### config.mk
export PLATFORM = sky130hd
export DESIGN_NAME = reaction_stimulus
export DESIGN_NICKNAME = d
export VERILOG_FILES = /design/src/rtl/reaction_pkg.sv /design/src/rtl/lfsr14.sv /design/src/rtl/reaction_stimulus.sv
export SDC_FILE = /design/constraint.sdc
export NUM_CORES = 1
export LEC_CHECK = 0
export BUFFER_PORTS_ARGS = -buffer_cell sky130_fd_sc_hd__buf_4
export CELL_PAD_IN_SITES_DETAIL_PLACEMENT = 0
export CELL_PAD_IN_SITES_GLOBAL_PLACEMENT = 2
export CORE_AREA = 2 2 98 100
export DETAILED_ROUTE_END_ITERATION = 12
export DIE_AREA = 0 0 100 102
export PLACE_DENSITY_LB_ADDON = 0.3
export RECOVER_POWER = 25
export SLEW_MARGIN = 20
export SYNTH_ARGS = -nofsm -noshare
export SYNTH_HDL_FRONTEND = slang
export SYNTH_HIERARCHICAL = 1
export SYNTH_SLANG_ARGS = --single-unit
### constraint.sdc
create_clock -name clk -period 6.2 [get_ports clk]
set_clock_uncertainty 0.15 [all_clocks]
set_input_delay 1.86 -clock clk [delete_from_list [all_inputs] [get_ports clk]]
set_output_delay 1.86 -clock clk [all_outputs]
set_load 0.005 [all_outputs]
### src/rtl/reaction_pkg.sv
// reaction_pkg: state encodings, LFSR constants and delay helper shared by the reaction-timer blocks
package reaction_pkg;
  typedef enum logic [2:0] {
    IDLE   = 3'd0,
    LIGHTS = 3'd1,
    DELAY  = 3'd2,
    GO     = 3'd3,
    WAIT   = 3'd4
  } state_t;
  localparam logic [13:0] LFSR_SEED = 14'h2A5B;
  localparam logic [13:0] LFSR_TAPS = 14'h3802;
  function automatic logic [12:0] round_delay(input logic [13:0] q, input logic [12:0] dmin);
    return 13'(q & 14'h0FFF) + dmin;
  endfunction
endpackage

### src/rtl/lfsr14.sv
// lfsr14: free-running 14-bit Fibonacci LFSR (x^14+x^13+x^12+x^2+1) with a fixed non-zero seed
module lfsr14
  import reaction_pkg::*;
(
  input  logic        clk,
  input  logic        reset,
  input  logic        enable,
  output logic [13:0] q
);
  logic [13:0] q_q, q_d;
  assign q_d = enable ? {q_q[12:0], ^(q_q & LFSR_TAPS)} : q_q;
  assign q = q_q;
  // shift register; xor feedback from a non-zero seed never reaches all-zero
  always_ff @(posedge clk) q_q <= reset ? LFSR_SEED : q_d;
endmodule

### src/rtl/reaction_stimulus.sv
// reaction_stimulus: start-lamp sequence, random hold-off, go pulse and timed reaction window
module reaction_stimulus
  import reaction_pkg::*;
#(
  parameter int N_LAMPS    = 10,
  parameter int STEP_MS    = 500,
  parameter int DELAY_MIN  = 250,
  parameter int TIMEOUT_MS = 9999
) (
  input  logic               clk,
  input  logic               reset,
  input  logic               tick_ms,
  input  logic               trigger,
  input  logic               stop,
  output logic [N_LAMPS-1:0] lamps,
  output logic               go,
  output logic               counting,
  output logic               false_start,
  output logic               time_out,
  output logic [12:0]        delay_ms
);
  localparam logic [13:0] STEP = 14'(STEP_MS);
  localparam logic [13:0] TMO  = 14'(TIMEOUT_MS);
  localparam logic [12:0] DMIN = 13'(DELAY_MIN);
  state_t             state_q, state_d;
  logic [N_LAMPS-1:0] lamps_q, lamps_d;
  logic [13:0]        cnt_q, cnt_d, cnt_inc;
  logic               fs_q, fs_d, to_q, to_d;
  logic [12:0]        delay_q, delay_d;
  logic [13:0]        lfsr_q;
  lfsr14 u_lfsr (
    .clk   (clk),
    .reset (reset),
    .enable(1'b1),
    .q     (lfsr_q)
  );
  assign lamps       = lamps_q;
  assign go          = state_q == GO;
  assign counting    = state_q == WAIT;
  assign false_start = fs_q;
  assign time_out    = to_q;
  assign delay_ms    = delay_q;
  // next state: stop outranks a same-cycle tick, and the ms counter restarts on every state entry
  always_comb begin
    state_d = state_q;
    lamps_d = lamps_q;
    cnt_d   = cnt_q;
    fs_d    = fs_q;
    to_d    = to_q;
    delay_d = delay_q;
    cnt_inc = cnt_q + 14'd1;
    unique case (state_q)
      IDLE: if (trigger) begin
        state_d = LIGHTS;
        lamps_d = N_LAMPS'(1);
        cnt_d   = '0;
        fs_d    = 1'b0;
        to_d    = 1'b0;
      end
      LIGHTS: if (stop) begin
        state_d = IDLE;
        lamps_d = '0;
        cnt_d   = '0;
        fs_d    = 1'b1;
      end else if (tick_ms) begin
        cnt_d = cnt_inc == STEP ? '0 : cnt_inc;
        if (cnt_inc == STEP && &lamps_q) begin
          state_d = DELAY;
          delay_d = round_delay(lfsr_q, DMIN);
        end else if (cnt_inc == STEP) begin
          lamps_d = {lamps_q[N_LAMPS-2:0], 1'b1};
        end
      end
      DELAY: if (stop) begin
        state_d = IDLE;
        lamps_d = '0;
        cnt_d   = '0;
        fs_d    = 1'b1;
      end else if (tick_ms) begin
        cnt_d = cnt_inc == {1'b0, delay_q} ? '0 : cnt_inc;
        if (cnt_inc == {1'b0, delay_q}) begin
          state_d = GO;
          lamps_d = '0;
        end
      end
      GO: begin
        state_d = WAIT;
        cnt_d   = '0;
      end
      WAIT: if (stop) begin
        state_d = IDLE;
        cnt_d   = '0;
      end else if (tick_ms) begin
        cnt_d = cnt_inc == TMO ? '0 : cnt_inc;
        if (cnt_inc == TMO) begin
          state_d = IDLE;
          to_d    = 1'b1;
        end
      end
      default: begin
        state_d = IDLE;
        lamps_d = '0;
        cnt_d   = '0;
      end
    endcase
  end
  // state registers with synchronous reset to an idle, dark, cleared round
  always_ff @(posedge clk) begin
    if (reset) begin
      state_q <= IDLE;
      lamps_q <= '0;
      cnt_q   <= '0;
      fs_q    <= 1'b0;
      to_q    <= 1'b0;
      delay_q <= '0;
    end else begin
      state_q <= state_d;
      lamps_q <= lamps_d;
      cnt_q   <= cnt_d;
      fs_q    <= fs_d;
      to_q    <= to_d;
      delay_q <= delay_d;
    end
  end
endmodule
After elaboration in Yosys (flattened, before gate mapping)
Index checks and enable logic that the tools add are counted.
{ "totals": {"reg_bits": 56, "wordCells": 83, "in_bits": 5, "out_inout_bits": 27} }
{ "classes": {"bitwise": 2, "eq_ne": 20, "n_addsub": 2, "reduce_logical": 14, "muxes": 38} }
{ "ops": {"columns": ["cell", "count"], "rows": [
  ["$mux W14", 10],
  ["$mux W10", 8],
  ["$pmux W14 S4", 1],
  ["$pmux W10 S4", 1],
  ["$mux W3", 10],
  ["$ne A3 B3 Y1 const B", 7],
  ["$pmux W3 S5", 1],
  ["$add A14 B1 Y14 const B", 1],
  ["$eq A14 B13 Y1", 1],
  ["$eq A14 B14 Y1 const B", 1],
  ["$eq A14 B9 Y1 const B", 1],
  ["$reduce_and A7 Y1", 2],
  ["$reduce_xor A14 Y1", 1],
  ["$add A12 B8 Y13 const B", 1],
  ["$reduce_and A10 Y1", 1],
  ["$reduce_and A4 Y1", 2],
  ["$eq A3 B2 Y1 const B", 2],
  ["$ne A2 B2 Y1 const B", 3],
  ["$mux W1", 5],
  ["$reduce_and A5 Y1", 1],
  ["$ne A2 B1 Y1 const B", 2],
  ["$pmux W1 S2", 2],
  ["$reduce_bool A2 Y1", 2],
  ["$reduce_or A2 Y1", 2],
  ["7 further kinds", 8]
]} }

Depth between registers and ports, before layout
Gate-level depths: netlist of run 1.
{ "logic_depth": {"ltp_word": 7, "mapped_depth": 12, "depth_no_buf": 10} }

Hierarchy
Netlist of run 1, hierarchy kept.
{ "by_module_without_submodules": {"columns": ["mod", "area_each_um2", "seq_area_each_um2", "cells_per_inst", "instances"], "rows": [
  ["reaction_stimulus", 2847.7, 840.8, 369, 1],
  ["lfsr14", 546.8, 280.3, 49, 1]
]} }

Worst setup path after synthesis of run 1
OpenSTA, ideal clock, no wires.
{ "synth_path": {"path_kind": "in2reg", "from": "input port stop", "to": "register cnt_q[3]", "setup_slack_ps": 2436, "arrival_ps": 3540, "required_time_ps": 5976, "setup_time_ps": 74, "stages": 7, "n_path_buf": 2, "cell_sequence": "nor4b_1 -> clkbuf_1 -> inv_1 -> o22ai_1 -> clkbuf_1 -> o21ai_0 -> o21ai_0"} }
{ "synth_between": {"elab_chain_len": 2, "word_cells_on_any_way": 8, "classes_between": "eq/ne (3); mux (4); reduce/logical (1)"} }
{ "synth_lines": {"columns": ["element", "line", "text"], "rows": [
  ["start, declared", "reaction_stimulus.sv:14", "input logic stop,"],
  ["$ne A3 B3 Y1 (no line) (tied with other cells)", null, null],
  ["$reduce_and A4 Y1 (no line) / $pmux W14 S4 (equally long branches)", null, null],
  ["end signal, assigned", "reaction_stimulus.sv:119", "cnt_q <= cnt_d;"],
  ["end, declared", "reaction_stimulus.sv:27", "logic [13:0] cnt_q, cnt_d, cnt_inc;"]
]} }
Parallel ways exist; a longest one is shown, timed or not.
A chain may end at the register's enable or synchronous reset.

Final worst setup path of run 1
{ "layout_path": {"from": "register cnt_q[4]", "to": "register cnt_q[1]"} }
{ "layout_between": {"elab_chain_len": 6, "word_cells_on_any_way": 14, "classes_between": "add/sub (1); eq/ne (3); mux (10)"} }
{ "layout_lines": {"columns": ["element", "line", "text"], "rows": [
  ["$add A14 B1 Y14 *", "reaction_stimulus.sv:51", "cnt_inc = cnt_q + 14'd1;"],
  ["$eq A14 B14 Y1 (tied with other cells)", "reaction_stimulus.sv:94", "cnt_d = cnt_inc == TMO ? '0 : cnt_inc;"],
  ["$mux W14, on equally long branches", "reaction_stimulus.sv:94, reaction_stimulus.sv:80, reaction_stimulus.sv:66", null],
  ["$mux W14, on equally long branches", "reaction_stimulus.sv:93, reaction_stimulus.sv:79, reaction_stimulus.sv:65", null],
  ["$mux W14, on equally long branches", "reaction_stimulus.sv:90, reaction_stimulus.sv:74, reaction_stimulus.sv:60", null],
  ["$pmux W14 S4 *", "reaction_stimulus.sv:52", "unique case (state_q)"]
]} }
Every way passes the cells marked *; elsewhere a longest branch is shown, timed or not. The select of a mux whose other input is x is not followed.

==> impl_metrics.json, run 1 <==
{
  "status": "finished with violations",
  "failed_checks": "max-capacitance violations, max-slew violations",
  "first_global_vias": 2755,
  "nets": 432,
  "post-route-period-util": 0.690,
  "hold_violations": 0,
  "switching_share": 0.354,
  "tns_ps": 0,
  "synth-main-ff-cell": "dfxtp_1",
  "synth-simple-area-share": 0.287,
  "portBuffers": 31,
  "grt_max_degree": 42,
  "p_per_area_mw_per_mm2": 250,
  "async_flop_share": 0,
  "cp-start-kind": "register",
  "synth_cell_types": 66,
  "pwr-share-seq": 0.451,
  "io_pins": 32,
  "min_path_type": "reg2reg",
  "synth_top_family_by_area": "simple AND/OR/NAND/NOR gates",
  "viasPerCell": 5.63,
  "critPathKind": "reg2reg",
  "cts.sinks": 56,
  "internal_power_mw": 0.605,
  "synth_edf_count": 0,
  "start_util": 0.373,
  "clk_latency_ps": 310,
  "drt_pass1_iterations": 4,
  "crit_fanout": 16,
  "cp.arrival_ps": 4350,
  "ys_seq_area_frac": 0.330,
  "ctsLongestPathBuffers": 2,
  "maxCapViolCount": 1,
  "cts.repair.resized": 0,
  "vias": 3020,
  "syn-num-nets": 426,
  "utilization": 0.410,
  "antenna_found_initial": 0,
  "numCtsBuffers": 5,
  "yosysWarningCount": 6,
  "max_slew_margin": -0.264,
  "syn-cell-area_mm2": 0.00339,
  "setup_viol": 0,
  "slew_violations": 42,
  "synth_xor_xnor_area_share": 0.0689,
  "cp-end-kind": "register",
  "synth_compound_area_frac": 0.191,
  "p_leak_nw": 1.37,
  "worst_pin_slew_ps": 1900,
  "place_congestion": 0.787,
  "clkPwrFrac": 0.276,
  "drc": 0,
  "fmax_mhz": 234,
  "die_x_um": 100,
  "drtIter0Drc": 148,
  "critical_path_required_ps": 6270,
  "peakVddDrop_mv": 0.104,
  "die-area_mm2": 0.0102,
  "tritoncts": "built",
  "die_h_um": 102,
  "synthToLayoutAreaGrowth_pct": 10.1,
  "netlist_instances": 418,
  "power.switching_mw": 0.331,
  "wl_per_cell_um": 15.9,
  "final_common_cell": "dfxtp_1",
  "grt_pass1_wl_mm": 14.0,
  "p_comb_frac": 0.273,
  "wl_mm": 8.50,
  "coreArea_mm2": 0.00911,
  "rows": 35,
  "cts-root-buf": "clkbuf_8",
  "drive_above_1_share": 0.136,
  "ant_nets": 0,
  "clk_pin_slew_ps": 110,
  "h-tree-depth": 2,
  "fin_crit_ps": 4280,
  "synthMuxAreaShare": 0.0534,
  "antenna-diode-count": 0,
  "post_cts_buffers": 0,
  "avgSynthCellArea_um2": 8.12,
  "ctsHoldBuffers": 0,
  "synth_adder_area_share": 0.0111,
  "dpl.hpwl_mm": 6.02,
  "ys_seq_elements": 56,
  "layout_common_cells": "dfxtp_1, nand2_1, nor2_1",
  "grt-ovfl-total": 0,
  "rsz0062_at_grt": "false",
  "grtUsageTotal": 0.169
}
-- power by group through the flow --
stage	Clock, mW	Combinational, mW	Sequential (mW)
after floorplan	0	0.214	0.405
after global placement	0	0.255	0.429
after detailed placement	0	0.252	0.430
after CTS	0.265	0.254	0.421
after global routing	0.278	0.284	0.428
final	0.258	0.255	0.422
-- cell usage after synthesis (3+ instances only) --
| cell type | number | area, µm² |
|---|---|---|
| dfxtp_1 | 56 | 1120 |
| nand2_1 | 53 | 199 |
| nor2_1 | 37 | 139 |
| a21oi_1 | 24 | 120 |
| clkbuf_1 | 20 | 75.1 |
| nand4_1 | 18 | 113 |
| mux2i_1 | 17 | 170 |
| xnor2_1 | 15 | 131 |
| nor3_1 | 14 | 70.1 |
| nor2b_1 | 11 | 68.8 |
| o221ai_1 | 10 | 87.6 |
| a211oi_1 | 9 | 67.6 |
| nand3_1 | 8 | 40.0 |
| xor2_1 | 8 | 70.1 |
| buf_2 | 7 | 35.0 |
| o21ai_0 | 7 | 35.0 |
| and2_1 | 6 | 37.5 |
| and3_1 | 6 | 37.5 |
| inv_1 | 6 | 22.5 |
| nand2b_1 | 6 | 37.5 |
| a31oi_1 | 5 | 31.3 |
| or4_1 | 5 | 37.5 |
| and4_1 | 4 | 35.0 |
| buf_4 | 4 | 30.0 |
| o211ai_1 | 4 | 30.0 |
| o22ai_1 | 4 | 25.0 |
| or3_1 | 4 | 25.0 |
| a311oi_1 | 3 | 26.3 |
| ha_1 | 3 | 37.5 |
| nor4_1 | 3 | 18.8 |
-- through the flow --
| stage | setup WS, ps | hold slack, ps | power [mW] | std cells | cell area [µm²] |
|---|---|---|---|---|---|
| after floorplan | 2440 | 294 | 0.619 | 418 | 3390 |
| after global placement | 1830 | 313 | 0.684 | 528 | 3620 |
| after detailed placement | 2030 | 320 | 0.681 | 528 | 3620 |
| after CTS | 2000 | 336 | 0.940 | 536 | 3740 |
| after global routing | 1720 | 357 | 0.990 | 536 | 3740 |
| final | 1920 | 333 | 0.935 | 536 | 3740 |
-- final timing paths --
path                                             from                     to  slack [ps]  cells past startpoint
worst max-delay path            cnt_q[4]$_SDFFE_PP0P_  cnt_q[1]$_SDFFE_PP0P_        1920                      8
worst min-delay path            lamps[9]$_SDFFE_PP0P_  lamps[9]$_SDFFE_PP0P_         330                      2
worst max register to register  cnt_q[4]$_SDFFE_PP0P_  cnt_q[1]$_SDFFE_PP0P_        1920                      8
worst min register to register  lamps[9]$_SDFFE_PP0P_  lamps[9]$_SDFFE_PP0P_         330                      2
-- final cells by class --
class,instances,area (µm²)
repair buffers,33,244
inverters,6,22.5
multi-input cells,322,2090
flip-flops and latches,56,1120
well taps,111,139
clock inverters,2,38.8
clock buffers,6,82.6
fillers,950,5370
-- sequential cells by signal (all words and copies together) (netlist names) --
register     cells
cnt_q           14
u_lfsr/q        14
delay_ms        13
lamps           10
state_q          3
false_start      1
time_out         1
-- logic make-up (layout without fill, tap and decap cells) --
logic type | Yosys count | after routing
adder cells (fa/ha/maj) | 3 | 3
AO/OA/AOI/OAI | 89 | 89
multiplexers | 18 | 18
AND/OR/NAND/NOR | 186 | 186
buffers and inverters | 40 | 47
other | 1 | 1
flip-flops | 56 | 56
XOR/XNOR | 25 | 25
-- critical path: stages, from the launching register on --
cell	delay, ps
dfxtp_1	710
nand4_2	480
nor3_1	640
mux2_2	400
or4_1	540
nor4_4	350
o22ai_1	390
a22o_1	340
a22o_1	170
-- layer usage --
metal,track usage,routed length (µm),vias to the layer above
met4,0.0421,112,0
met5,0,0,-
li1,-,-,1530
met1,0.236,4210,1433
met2,0.281,3960,45
met3,0.0192,213,12
No activity file was read; power rests on OpenSTA's default activity.
==> run 2: changes to the inputs <==
Settings changed: CORE_AREA 2 2 98 100 to 2 2 106 108, DIE_AREA 0 0 100 102 to 0 0 108 110.
Clock period 6.2 ns to 3.75 ns, I/O delays scaled along.
==> run 2 against run 1 <==
The flow now finishes without violations. Largest power group unchanged. Sequential share of layout area fell by 1.2 points. Die area grew 16%. Maximum frequency increased by 25%. Critical path type unchanged. Final area is 4.2% higher. Power rose by 75%. Wire length up 5.7%. Setup slack worse by 1600 ps. Clock power up 84%. Final cell count is 8.0% higher.
==> impl_metrics.json, run 2 (same netlist as run 1, synthesis figures left out) <==
{
  "status": "completed",
  "worst_slack_ps": 316,
  "peakVddDrop_mv": 0.162,
  "die-area_mm2": 0.0119,
  "rows": 38,
  "clk_pin_slew_ps": 100,
  "dpl.hpwl_mm": 6.51,
  "power_mw": 1.64,
  "pre_cts_slack_ps": 289,
  "coreArea_mm2": 0.0107,
  "ant_nets": 0,
  "cts-root-buf": "clkbuf_8",
  "crit_fanout": 10,
  "worstHoldStart": "cnt_q[13]$_SDFFE_PP0P_",
  "wl_mm": 8.99,
  "portBuffers": 31,
  "nets": 447,
  "wl_per_cell_um": 15.5,
  "vias": 3076,
  "p_per_area_mw_per_mm2": 420,
  "drc": 0,
  "hold_violations": 0,
  "tns_ps": 0,
  "rsz0062_at_grt": "false",
  "cts.sinks": 56,
  "max_slew_margin": 0.599,
  "grt_max_degree": 42,
  "synthToLayoutAreaGrowth_pct": 14.8,
  "die_x_um": 108,
  "rr_worst_depth": 9,
  "final_common_cell": "dfxtp_1",
  "fillerInstances": 1148,
  "viasPerCell": 5.31,
  "post_cts_buffers": 0,
  "post-route-period-util": 0.916,
  "layout_common_cells": "dfxtp_1, nand2_1, buf_4",
  "grt-ovfl-total": 0,
  "postLayoutCellArea_mm2": 0.00390,
  "tritoncts": "built",
  "fmax_mhz": 291,
  "min_path_type": "reg2reg",
  "drtIter0Drc": 199,
  "cp-start-kind": "register",
  "cp.arrival_ps": 3480,
  "antenna_found_initial": 0,
  "drt_pass1_iterations": 4,
  "whs_path_depth": 2,
  "r2r-start": "cnt_q[0]$_SDFFE_PP0P_",
  "fin_crit_ps": 3430,
  "grt_pass1_wl_mm": 14.8,
  "die_h_um": 110,
  "numCtsBuffers": 5,
  "grtUsageTotal": 0.157,
  "io_pins": 32,
  "slew_violations": 0,
  "cp-startpoint": "cnt_q[0]$_SDFFE_PP0P_",
  "h-tree-depth": 2,
  "place_congestion": 0.827,
  "worst_pin_slew_ps": 598,
  "first_global_vias": 2753,
  "antenna-diode-count": 0,
  "critPathKind": "reg2reg",
  "start_util": 0.317,
  "p_leak_nw": 1.45,
  "critical_path_required_ps": 3790,
  "drive_above_1_share": 0.166,
  "place_area_mm2": 0.00376,
  "maxCapViolCount": 0,
  "ctsLongestPathBuffers": 2,
  "setup_viol": 0,
  "clk_latency_ps": 320,
  "cp-end-kind": "register",
  "holdWs_ps": 331
}
run 2: changes by cell type in the layout (fill, tap and decap cells not counted), sizes merged:
cell	change
bufinv	+1
buf	+16
clkbuf	-2
clkinv	-1
run 2: where the power goes:
group / switching [mW] / total, mW / internal (mW) / leakage, nW
clock network: 0.211 / 0.474 / 0.263 / 0.0642
registers: 0.0691 / 0.696 / 0.627 / 0.455
logic: 0.278 / 0.467 / 0.189 / 0.935
run 2: worst paths after layout:
path,slack (ps),endpoint
worst max-delay path,320,state_q[0]$_SDFFE_PP0P_
worst min-delay path,330,cnt_q[13]$_SDFFE_PP0P_
worst max register to register,320,state_q[0]$_SDFFE_PP0P_
worst min register to register,330,cnt_q[13]$_SDFFE_PP0P_
run 2: layout make-up:
type | instances | area (µm²) | share of cell area
flip-flops and latches | 56 | 1120 | 0.288
clock buffers | 5 | 68.8 | 0.0177
clock inverters | 2 | 60.1 | 0.0154
well taps | 140 | 175 | 0.0450
multi-input cells | 322 | 2090 | 0.536
repair buffers | 48 | 360 | 0.0925
inverters | 6 | 22.5 | 0.00578
run 2: worst max-delay path, stage by stage, from the launching register on:
cell and delay [ps]:
dfxtp_1 530, ha_2 330, nand3_1 90, nor3_1 250
mux2_2 370, or4_1 530, nor4_4 360, nor2_1 130
o41ai_1 470, a21oi_1 110
run 2: per-layer routing:
layer,part of all wire,global-route usage,vias up,routed length [µm]
li1,-,-,1553,-
met3,0.027,0.0218,8,245
met2,0.46,0.246,46,4130
met1,0.50,0.229,1469,4490
met5,0,0,-,0
met4,0.013,0.0385,0,116
run 2: per-stage QoR:
stage	utilization	instances
3_5_place_dp	0.352	572
4_1_cts	0.364	579
2_1_floorplan	-	418
5_1_grt	0.364	579
3_3_place_gp	0.352	572
6_report	0.364	579
run 2: what timing repair did:
action	CTS	global route
hold buffers	0	0
gates resized for setup	0	1
endpoints found under the setup margin	0	2
==> run 3: changes to the inputs <==
Settings changed: CORE_AREA 2 2 106 108 to 2 2 103 105, DIE_AREA 0 0 108 110 to 0 0 105 107, SYNTH_HIERARCHICAL 1 to not set.
==> run 3 against run 2 <==
The flow now finishes with violations (max-capacitance violations, max-slew violations). Synthesized cell count down 6.2%. Die area down 5.4%. Final area down 6.8%. Sequential power down 7.8%. Via count down 9.5%. Non-clock buffer count down 8. Critical path depth up 1. Critical endpoint is now lamps[9]$_SDFFE_PP0P_.
==> impl_metrics.json, run 3 <==
{
  "status": "finished with violations",
  "failed_checks": "max-capacitance violations, max-slew violations",
  "grt_max_degree": 50,
  "synth_edf_count": 0,
  "numCtsBuffers": 5,
  "fillerInstances": 1136,
  "cp-end-kind": "register",
  "start_util": 0.315,
  "netlist_instances": 392,
  "syn-cell-area_mm2": 0.00318,
  "synthToLayoutAreaGrowth_pct": 14.3,
  "yosysWarningCount": 0,
  "p_leak_nw": 1.27,
  "cts.repair.resized": 0,
  "slew_violations": 50,
  "final_common_cell": "dfxtp_1",
  "critPathKind": "reg2reg",
  "grt-ovfl-total": 0,
  "synth_cell_types": 60,
  "vias": 2783,
  "p_per_area_mw_per_mm2": 325,
  "dp.cells": 543,
  "seq_area_mm2": 0.00112,
  "h-tree-depth": 2,
  "critical_path_required_ps": 3830,
  "rows": 37,
  "drt_pass1_iterations": 4,
  "coreArea_mm2": 0.0101,
  "dpl.hpwl_mm": 5.84,
  "maxCapViolCount": 1,
  "portBuffers": 31,
  "final_cells": 551,
  "ys_seq_area_frac": 0.353,
  "ant_nets": 0,
  "first_global_vias": 2656,
  "postLayoutCellArea_mm2": 0.00363,
  "antenna-diode-count": 0,
  "worst_slack_ps": 463,
  "yosysMostFrequentCell": "dfxtp_1",
  "die-area_mm2": 0.0112,
  "route.met3.wl_um": 223,
  "wl_met1_mm": 4.07,
  "crit_fanout": 19,
  "fin_crit_ps": 3290,
  "cts-root-buf": "clkbuf_8",
  "multi_input_area_mm2": 0.00191,
  "rsz0062_at_grt": "false",
  "syn-num-nets": 400,
  "avgSynthCellArea_um2": 8.10,
  "grt_pass1_wl_mm": 13.6,
  "cp.arrival_ps": 3360,
  "peakVddDrop_mv": 0.165,
  "viasPerCell": 5.05,
  "tritoncts": "built",
  "min_path_type": "reg2reg",
  "ctsHoldBuffers": 0,
  "io_pins": 32,
  "nets": 422,
  "synthTopCellsByCount": "dfxtp_1, nand2_1, nor2_1",
  "setup_viol": 0,
  "top_layer_used": "met4",
  "wl_per_cell_um": 14.6,
  "cts.sinks": 56,
  "clk_pin_slew_ps": 120,
  "async_flop_share": 0,
  "synthTopCellsByArea": "dfxtp_1, nand2_1, a21oi_1, nor2_1, xnor2_1",
  "place_congestion": 0.906,
  "drtIter0Drc": 143,
  "tns_ps": 0,
  "drive_above_1_share": 0.173,
  "cp-start-kind": "register",
  "yosysTopAreaCell": "dfxtp_1",
  "yosysTopAreaCellShare": 0.353,
  "layout_common_cells": "dfxtp_1, nand2_1, nor2_1",
  "wl_met2_mm": 3.60,
  "hold_violations": 0,
  "post-route-period-util": 0.877,
  "place_area_mm2": 0.00354,
  "fmax_mhz": 304,
  "pre_cts_slack_ps": 544,
  "post_cts_buffers": 0,
  "die_x_um": 105,
  "max_slew_margin": -0.353,
  "ys_seq_elements": 56,
  "drc": 0,
  "synth-main-ff-cell": "dfxtp_1",
  "wl_mm": 8.04,
  "ctsLongestPathBuffers": 2,
  "worst_pin_slew_ps": 2030,
  "die_h_um": 107,
  "clk_latency_ps": 320,
  "antenna_found_initial": 0,
  "grtUsageTotal": 0.149
}
run 3: cell count changes in the layout (fill, tap and decap cells not counted), sizes merged, moves of 5 or more:
cell,change
or2,+14
and2,-6
nor3,-5
mux2i,-7
inv,+6
buf,-9
nand4,-11
nand3,+5
o221ai,-8
run 3: power by group:
group          internal [mW]  total [mW]  switching, mW
Clock                  0.138       0.362          0.223
Combinational         0.0756       0.177          0.101
Sequential             0.616       0.642         0.0263
run 3: layer usage:
layer | GRT usage | vias to the layer above
met2 | 0.226 | 42
met5 | 0 | -
met3 | 0.0286 | 13
met4 | 0.0467 | 0
li1 | - | 1422
met1 | 0.212 | 1306
run 3: critical path: stages (launching register included):
cell and delay (ps):
dfxtp_1 670, and3_1 310, nand3_1 140, or4_1 590
nand2_1 110, o2111a_1 200, a41o_1 290, nand3_1 140
buf_4 220, or2_0 230, a21oi_1 150
run 3: metrics by stage:
step,hold slack (ps),power (mW),util
final,309,1.18,0.360
after global routing,333,1.25,0.360
after CTS,317,1.20,0.360
after detailed placement,285,0.835,0.351
after global placement,287,0.835,0.351
after floorplan,267,0.778,-
run 3: worst paths after layout:
kind / endpoint / depth (start not counted) / slack [ps] / startpoint
hold / removal: u_lfsr.q[1]$_SDFF_PP1_ / 1 / 310 / u_lfsr.q[0]$_SDFF_PP1_
hold reg to reg: u_lfsr.q[1]$_SDFF_PP1_ / 1 / 310 / u_lfsr.q[0]$_SDFF_PP1_
setup / recovery: lamps[9]$_SDFFE_PP0P_ / 10 / 460 / cnt_q[3]$_SDFFE_PP0P_
setup reg to reg: lamps[9]$_SDFFE_PP0P_ / 10 / 460 / cnt_q[3]$_SDFFE_PP0P_
run 3: cell type report:
class / instances / share of cell area
multi-input combinational: 301 / 0.526
clock inverter: 3 / 0.00689
clock buffer: 5 / 0.0190
timing repair buffer: 40 / 0.0817
tap: 136 / 0.0469
sequential: 56 / 0.309
inverter: 10 / 0.0103
run 3: cells by family (layout without fill, tap and decap cells):
family / after synthesis / after routing / share of synthesized area
simple gates: 182 / 182 / 0.313
compound gates: 80 / 80 / 0.170
flops: 56 / 56 / 0.353
buf+inv: 35 / 58 / 0.0489
xor+xnor: 26 / 26 / 0.0717
mux: 10 / 10 / 0.0315
fa+ha+maj: 3 / 3 / 0.0118
